===== config.mk =====
export PLATFORM = sky130hd
export DESIGN_NAME = vector_alu_sequencer
export DESIGN_NICKNAME = d
export VERILOG_FILES = /design/src/rtl/vector_alu_sequencer.sv
export SDC_FILE = /design/constraint.sdc
export NUM_CORES = 1
export LEC_CHECK = 0
export ABC_AREA = 1
export BUFFER_PORTS_ARGS = -buffer_cell sky130_fd_sc_hd__clkbuf_2
export CAP_MARGIN = 10
export CORE_UTILIZATION = 43
export CTS_CLUSTER_SIZE = 40
export DETAILED_ROUTE_END_ITERATION = 8
export GPL_TIMING_DRIVEN = 0
export PLACE_DENSITY = 0.79
export SLEW_MARGIN = 10
export SYNTH_ARGS = -nofsm -noshare
export SYNTH_HDL_FRONTEND = slang
export SYNTH_SLANG_ARGS = --single-unit

===== constraint.sdc =====
create_clock -name clk -period 1.3 [get_ports clk]
set_input_delay 0.39 -clock clk [delete_from_list [all_inputs] [get_ports clk]]
set_output_delay 0.39 -clock clk [all_outputs]
set_load 0.01 [all_outputs]

===== src/rtl/vector_alu_sequencer.sv =====
`default_nettype none
// ============================================================================
// Module   : vector_alu_sequencer
// Brief    : Single-issue command sequencer for the vector element ALU.
//            Steps each instruction through register read, ALU execute and
//            register-file write-back.
// Revision : 1.0 - initial release
// ============================================================================
module vector_alu_sequencer #(
    parameter int BITS      = 8,
    parameter int NUM_VREGS = 8,
    parameter int IDX_W     = 4,
    parameter int CNT_W     = 16
) (
    input  logic             clk,
    input  logic             rst,
    input  logic             cmd_valid,
    output logic             cmd_ready,
    input  logic [2:0]       cmd_op,
    input  logic             cmd_scalar_sel,
    input  logic [BITS-1:0]  cmd_scalar,
    input  logic [IDX_W-1:0] cmd_src_a,
    input  logic [IDX_W-1:0] cmd_src_b,
    input  logic [IDX_W-1:0] cmd_dst,
    output logic [IDX_W-1:0] rf_rd_addr_a,
    output logic [IDX_W-1:0] rf_rd_addr_b,
    output logic [2:0]       alu_op_sel,
    output logic             alu_scalar_sel,
    output logic [BITS-1:0]  alu_scalar,
    output logic             alu_en,
    output logic             rf_wr_en,
    output logic [IDX_W-1:0] rf_wr_addr,
    output logic             busy,
    output logic             done,
    output logic             err,
    output logic [CNT_W-1:0] op_count
);

    localparam logic [1:0] c_ST_IDLE  = 2'd0;
    localparam logic [1:0] c_ST_READ  = 2'd1;
    localparam logic [1:0] c_ST_EXEC  = 2'd2;
    localparam logic [1:0] c_ST_WRITE = 2'd3;

    // One extra bit so NUM_VREGS == 2**IDX_W still compares correctly.
    localparam logic [IDX_W:0] c_NUM_VREGS = (IDX_W+1)'(NUM_VREGS);
    localparam logic [CNT_W-1:0] c_CNT_ONE = CNT_W'(1);

    logic [1:0]       r_state;
    logic [1:0]       w_next_state;
    logic             w_cmd_ready;
    logic             w_alu_en;
    logic             w_wr_en;
    logic             w_accept;
    logic             w_idx_legal;

    logic [2:0]       r_op;
    logic             r_scalar_sel;
    logic [BITS-1:0]  r_scalar;
    logic [IDX_W-1:0] r_src_a;
    logic [IDX_W-1:0] r_src_b;
    logic [IDX_W-1:0] r_dst;
    logic             r_err;
    logic [CNT_W-1:0] r_op_count;

    // src_b only matters when the B operand comes from the register file.
    assign w_idx_legal = ({1'b0, cmd_src_a} < c_NUM_VREGS) &&
                         ({1'b0, cmd_dst}   < c_NUM_VREGS) &&
                         (cmd_scalar_sel || ({1'b0, cmd_src_b} < c_NUM_VREGS));

    assign w_accept = cmd_valid && w_cmd_ready;

    always_ff @(posedge clk) begin
        if (rst) begin
            r_state <= c_ST_IDLE;
        end else begin
            r_state <= w_next_state;
        end
    end

    always_comb begin
        w_next_state = r_state;
        w_cmd_ready  = 1'b0;
        w_alu_en     = 1'b0;
        w_wr_en      = 1'b0;
        case (r_state)
            c_ST_IDLE: begin
                w_cmd_ready = 1'b1;
                if (cmd_valid && w_idx_legal) begin
                    w_next_state = c_ST_READ;
                end
            end
            c_ST_READ: begin
                w_next_state = c_ST_EXEC;
            end
            c_ST_EXEC: begin
                w_alu_en     = 1'b1;
                w_next_state = c_ST_WRITE;
            end
            c_ST_WRITE: begin
                w_wr_en      = 1'b1;
                w_next_state = c_ST_IDLE;
            end
            default: begin
                w_next_state = c_ST_IDLE;
            end
        endcase
    end

    // Illegal commands are latched too; they are consumed, just never issued.
    always_ff @(posedge clk) begin
        if (rst) begin
            r_op         <= 3'd0;
            r_scalar_sel <= 1'b0;
            r_scalar     <= '0;
            r_src_a      <= '0;
            r_src_b      <= '0;
            r_dst        <= '0;
        end else if (w_accept) begin
            r_op         <= cmd_op;
            r_scalar_sel <= cmd_scalar_sel;
            r_scalar     <= cmd_scalar;
            r_src_a      <= cmd_src_a;
            r_src_b      <= cmd_src_b;
            r_dst        <= cmd_dst;
        end
    end

    always_ff @(posedge clk) begin
        if (rst) begin
            r_err <= 1'b0;
        end else begin
            r_err <= w_accept && !w_idx_legal;
        end
    end

    always_ff @(posedge clk) begin
        if (rst) begin
            r_op_count <= '0;
        end else if (r_state == c_ST_WRITE) begin
            r_op_count <= r_op_count + c_CNT_ONE;
        end
    end

    assign cmd_ready      = w_cmd_ready;
    assign busy           = (r_state != c_ST_IDLE);
    assign alu_en         = w_alu_en;
    assign rf_wr_en       = w_wr_en;
    assign done           = w_wr_en;
    assign err            = r_err;
    assign op_count       = r_op_count;
    assign rf_rd_addr_a   = r_src_a;
    assign rf_rd_addr_b   = r_src_b;
    assign rf_wr_addr     = r_dst;
    assign alu_op_sel     = r_op;
    assign alu_scalar_sel = r_scalar_sel;
    assign alu_scalar     = r_scalar;

endmodule
`default_nettype wire


# Word-level counts from Yosys, hierarchy flattened

Index checks and enable logic that the tools add are counted.

Register bits: 43
Latch bits: 0
Bits in writable memories: 0
ROM bits: 0
Input bits: 27
Output and inout port bits: 46
Word-level logic and storage cells: 31
Memories: 0

$add $sub $neg: 1
Multiply operators: 0
Div/mod/pow operators: 0
Magnitude comparators: 3
Equality and inequality tests: 4
Shift-type cells: 0
Mux-type cells: 5
Bitwise gates (word level): 0
Reduce and logical (&&, ||, !) cells: 9

Operators by type and width:

| cell                                                                  | number |
|---|---|
| 16-bit by 1-bit adder with 16-bit output, second input constant       | 1 |
| 4-bit < comparator, second input constant                             | 3 |
| 2-bit case mux with 4 select lines                                    | 1 |
| 1-bit logical AND                                                     | 5 |
| 2-bit equality test, second input constant                            | 2 |
| 1-bit two-way mux                                                     | 3 |
| 2-bit by 1-bit equality test with 1-bit output, second input constant | 1 |
| 2-bit logical NOT                                                     | 1 |
| 2-bit two-way mux                                                     | 1 |
| 2-bit inequality test, second input constant                          | 1 |
| 2-bit nonzero test                                                    | 1 |
| 1-bit logical NOT                                                     | 1 |
| 1-bit logical OR                                                      | 1 |

# Logic depth before layout (Yosys ltp)

Word-level depth: 6
Depth in mapped cells: 9
Gate-level depth less buffers: 8

# Worst setup path after synthesis

Ideal clock, no wire load.

Path type: flip-flop to flip-flop
From: register r_state[1]
To: register r_op_count[11] (netlist: op_count[11])
Library setup time: 0.116 ns
Data arrival time: 1.241 ns
Data required time: 1.184 ns
Setup slack: -0.057 ns
Stages on the path, launching flop included: 10
Path buffers: 1
Period minus slack after synthesis: 1.357 ns
Cells stage by stage: dfxtp_1 > ha_1 > buf_4 > inv_2 > nor2_1 > nand2_1 > nor2_1 > nand2_1 > o21ai_0 > nor2_1

Longest elaborated chain between the ends: 1

RTL lines:

| item                     | line | source |
|---|---|---|
| start: declaration       | 48   | `logic [1:0] r_state;` |
| start signal: assignment | 74   | `r_state <= c_ST_IDLE;` |
| start signal: assignment | 76   | `r_state <= w_next_state;` |
| 2-bit equality test      | 139  | `end else if (r_state == c_ST_WRITE) begin` |
| end signal: assignment   | 140  | `r_op_count <= r_op_count + c_CNT_ONE;` |
| end: declaration         | 63   | `logic [CNT_W-1:0] r_op_count;` |

Every way passes these cells.
A chain may end at the register's enable or synchronous reset.

# Worst setup path in the final report

From: register r_state[1]
To: output rf_wr_en

Longest elaborated chain between the ends: 2

RTL lines:

| item                | line | source |
|---|---|---|
| 2-bit equality test | 85   | `case (r_state)` |
| 1-bit two-way mux   | 85   |  |
| end: declaration    | 31   | `output logic rf_wr_en,` |

Every way passes these cells.

==> metrics.log <==
INFO  metric gr-total-overflow = 0
INFO  metric maxCapViolations = 0
INFO  metric detail_route.drc_violations = 0
INFO  metric boundaryPins = 73
INFO  metric core_area = 0.00406 mm2
INFO  metric die_outline_area = roughly 0.0045 mm2
INFO  metric die_height = between 60 and 70 um
INFO  metric antenna_cells_inserted = 0
INFO  metric crit_required = between 0.9 and 1 ns
INFO  metric final_nets = approximately 360
INFO  metric antenna_found_initial = 0
INFO  metric clkLatencyLatePin = 0.29 ns
INFO  metric p_leak = 1.25 nW
INFO  metric area_growth_syn_to_layout = 45.6%
INFO  metric floorplan.initialDensity = 45.2%
INFO  metric cts_sinks = 43
INFO  metric hpwlAfterDp = between 3 and 4 mm
INFO  metric route.antenna.remaining_nets = 0
INFO  metric syn_area = around 0.0018 mm2
INFO  metric wirelength = approximately 4.7 mm
INFO  metric peak_ir_drop_on_the_vdd_network = about 1100 uV
INFO  metric dieWidth = slightly below 70 um
INFO  metric first_pass_grt_wire_length = between 6 and 7 mm
INFO  metric worst-path-max-fanout = 4
INFO  metric synth_nets = 280
INFO  metric holdWs = between 0.3 and 0.4 ns
INFO  metric cellPowerDensity = 1580 mW/mm2
INFO  metric drt_first_pass_iters = 4
INFO  metric min-delay-path-class = input pin to register
INFO  metric mean_instance_size_in_the_synthesized_netlist = about 7.4 um2
INFO  metric pre_cts_slack = -0.217 ns
INFO  metric status = finished, violations left
INFO  metric timing.max_slew.rel_slack = between 80% and 90%
INFO  metric finalCritPeriodShare = 110%
INFO  metric timing.clock.skew = 0.00634 ns
INFO  metric tritoncts = yes
INFO  metric total_number_of_vias = 1891
INFO  metric timing.final.max_slew_violations = 0
INFO  metric initial_detailed_routing_violation_count = approximately 110
INFO  metric criticalPathCategory = register to output port
INFO  metric violations = negative setup slack
INFO  metric arrival_time_worst_endpoint = roughly 1.0 ns
INFO  metric highest_count_cells_in_the_layout_ignoring_fill_and_taps = clkbuf_2 (66), nor2_1 (62), dfxtp_1 (29)
INFO  metric cts-root-to-sink-buffers = 2
INFO  metric gp_congestion = about 0.84
INFO  metric cts_max_level = 2
INFO  metric synth.distinct_cells = 24
INFO  metric tightest_slew = 0.240 ns
INFO  metric number_of_global_route_vias_before_repair = about 1700
INFO  metric cts-buffers-inserted = 5
INFO  metric core.rowCount = 23
INFO  metric layout_setup_ws = -0.134 ns
INFO  metric synthesis.yosys.warnings = 0
INFO  metric avgRoutedWirePerCell = ~12 um
INFO  metric finish.cell_count_without_fillers = 384
INFO  metric placement.io_buffers = 71
INFO  metric clock_tree.root_cell = clkbuf_8
INFO  metric clk_pin_slew = 0.09 ns
INFO  metric final_common_cell = clkbuf_2
INFO  metric maximum_number_of_pins_on_one_net_before_global_route_repair = 15
INFO  metric yosysSeqAreaShare = roughly 47%
INFO  metric rsz0062_at_grt = yes
INFO  metric layout-drive-gt1-share = a little under half
INFO  metric routed_via_density = roughly 4.9
INFO  metric cp-end-kind = output port
INFO  metric grt_usage = between 20% and 30%
INFO  metric final_period_minus_worst_setup_slack = roughly 1.4 ns
INFO  metric timing_hold_violations_final = 0
INFO  metric setup.worst_path.start_class = register
INFO  metric achievable-frequency = 697 MHz
INFO  metric dpl.cell_count = 370
INFO  metric netlist_instances = about 250
INFO  metric yosys_register_bits = 43
INFO  metric timing.final.setup_violations = 8
==> state kept, by name (all words and copies together) (netlist names) <==
| name | count |
|---|---|
| op_count | 16 |
| alu_scalar | 8 |
| rf_rd_addr_a | 4 |
| rf_rd_addr_b | 4 |
| rf_wr_addr | 4 |
| alu_op_sel | 3 |
| r_state | 2 |
| alu_scalar_sel | 1 |
| err | 1 |
==> worst max-delay path, stage by stage, from the launching register on <==
cell     delay, ns
dfxtp_4       0.37
ha_4          0.17
buf_6         0.11
buf_6         0.11
==> routing by layer <==
metal | global-route usage (%) | share of wire [%] | vias up
li1 | - | - | 963
met1 | 24.1 | 43 | 863
met2 | 34.9 | 49 | 55
met3 | 5.24 | 5.9 | 10
met4 | 10.6 | 1.6 | 0
met5 | 0 | 0 | -
==> synth_stat cells (all sizes together) <==
library cell / count / area (um2)
nor2: 71 / 295
ha: 4 / 50.1
xor2: 1 / 8.76
nand3: 14 / 80.1
nand2: 33 / 134
nand4: 3 / 18.8
o21ai: 29 / 145
o21bai: 1 / 7.51
xnor2: 1 / 8.76
nor3: 1 / 5.00
buf: 8 / 50.1
inv: 24 / 90.1
a211oi: 1 / 7.51
dfxtp: 43 / 861
clkbuf: 2 / 7.51
a21oi: 13 / 65.1
==> through the flow <==
stage / area, um2 / power, mW / utilization, % / setup TNS [ns]
CTS: 2520 / 4.12 / 62.1 / -0.830
global route: 2670 / 4.46 / 65.8 / -2.82
detailed placement: 2260 / 2.78 / 55.8 / -4.83
finish: 2670 / 4.21 / 65.8 / -0.610
floorplan: 1850 / 2.37 / - / -0.413
global placement: 2260 / 2.76 / 55.8 / -4.30
==> timing repair <==
item	4_1_cts	5_1_grt
gates cloned	0	1
hold buffers	0	0
buffers inserted	4	2
gates resized for setup	30	52
pin swaps	7	19
endpoints found under the setup margin	38	54
==> cell families (layout without fill, tap and decap cells) <==
| family | after synthesis | count (layout) | share of synthesized area, % |
|---|---|---|---|
| AO/OA/AOI/OAI | 44 | 44 | 12.3 |
| XOR/XNOR | 2 | 2 | 0.955 |
| adder cells (fa/ha/maj) | 4 | 4 | 2.73 |
| buffers and inverters | 34 | 118 | 8.05 |
| flip-flops | 43 | 43 | 46.9 |
| AND/OR/NAND/NOR | 122 | 123 | 29.1 |
==> power breakdown <==
part / internal (mW) / total, mW / switching (mW) / leakage, nW
logic: 0.571 / 1.28 / 0.708 / 0.825
registers: 1.56 / 1.70 / 0.141 / 0.361
clock network: 0.766 / 1.24 / 0.470 / 0.0644
total: 2.89 / 4.21 / 1.32 / 1.25
==> final cells by class <==
class / instances / area [um2]
fillers: 336 / 1390
multi-input cells: 173 / 985
flip-flops and latches: 43 / 886
repair buffers: 77 / 443
inverters: 24 / 100
clock buffers: 5 / 68.8
clock inverters: 3 / 67.6
well taps: 50 / 62.6
plain buffers: 9 / 58.8
==> worst paths after layout <==
kind / startpoint / endpoint / slack (ns) / cells past startpoint
worst max-delay path: r_state[1] / rf_wr_en / -0.13 / 3
worst max register to register: r_state[0] / op_count[13] / -0.07 / 9
worst min-delay path: cmd_scalar_sel / alu_scalar_sel / 0.33 / 3
worst min register to register: alu_op_sel[0] / alu_op_sel[0] / 0.49 / 2
(Power assumes the default switching activity.)
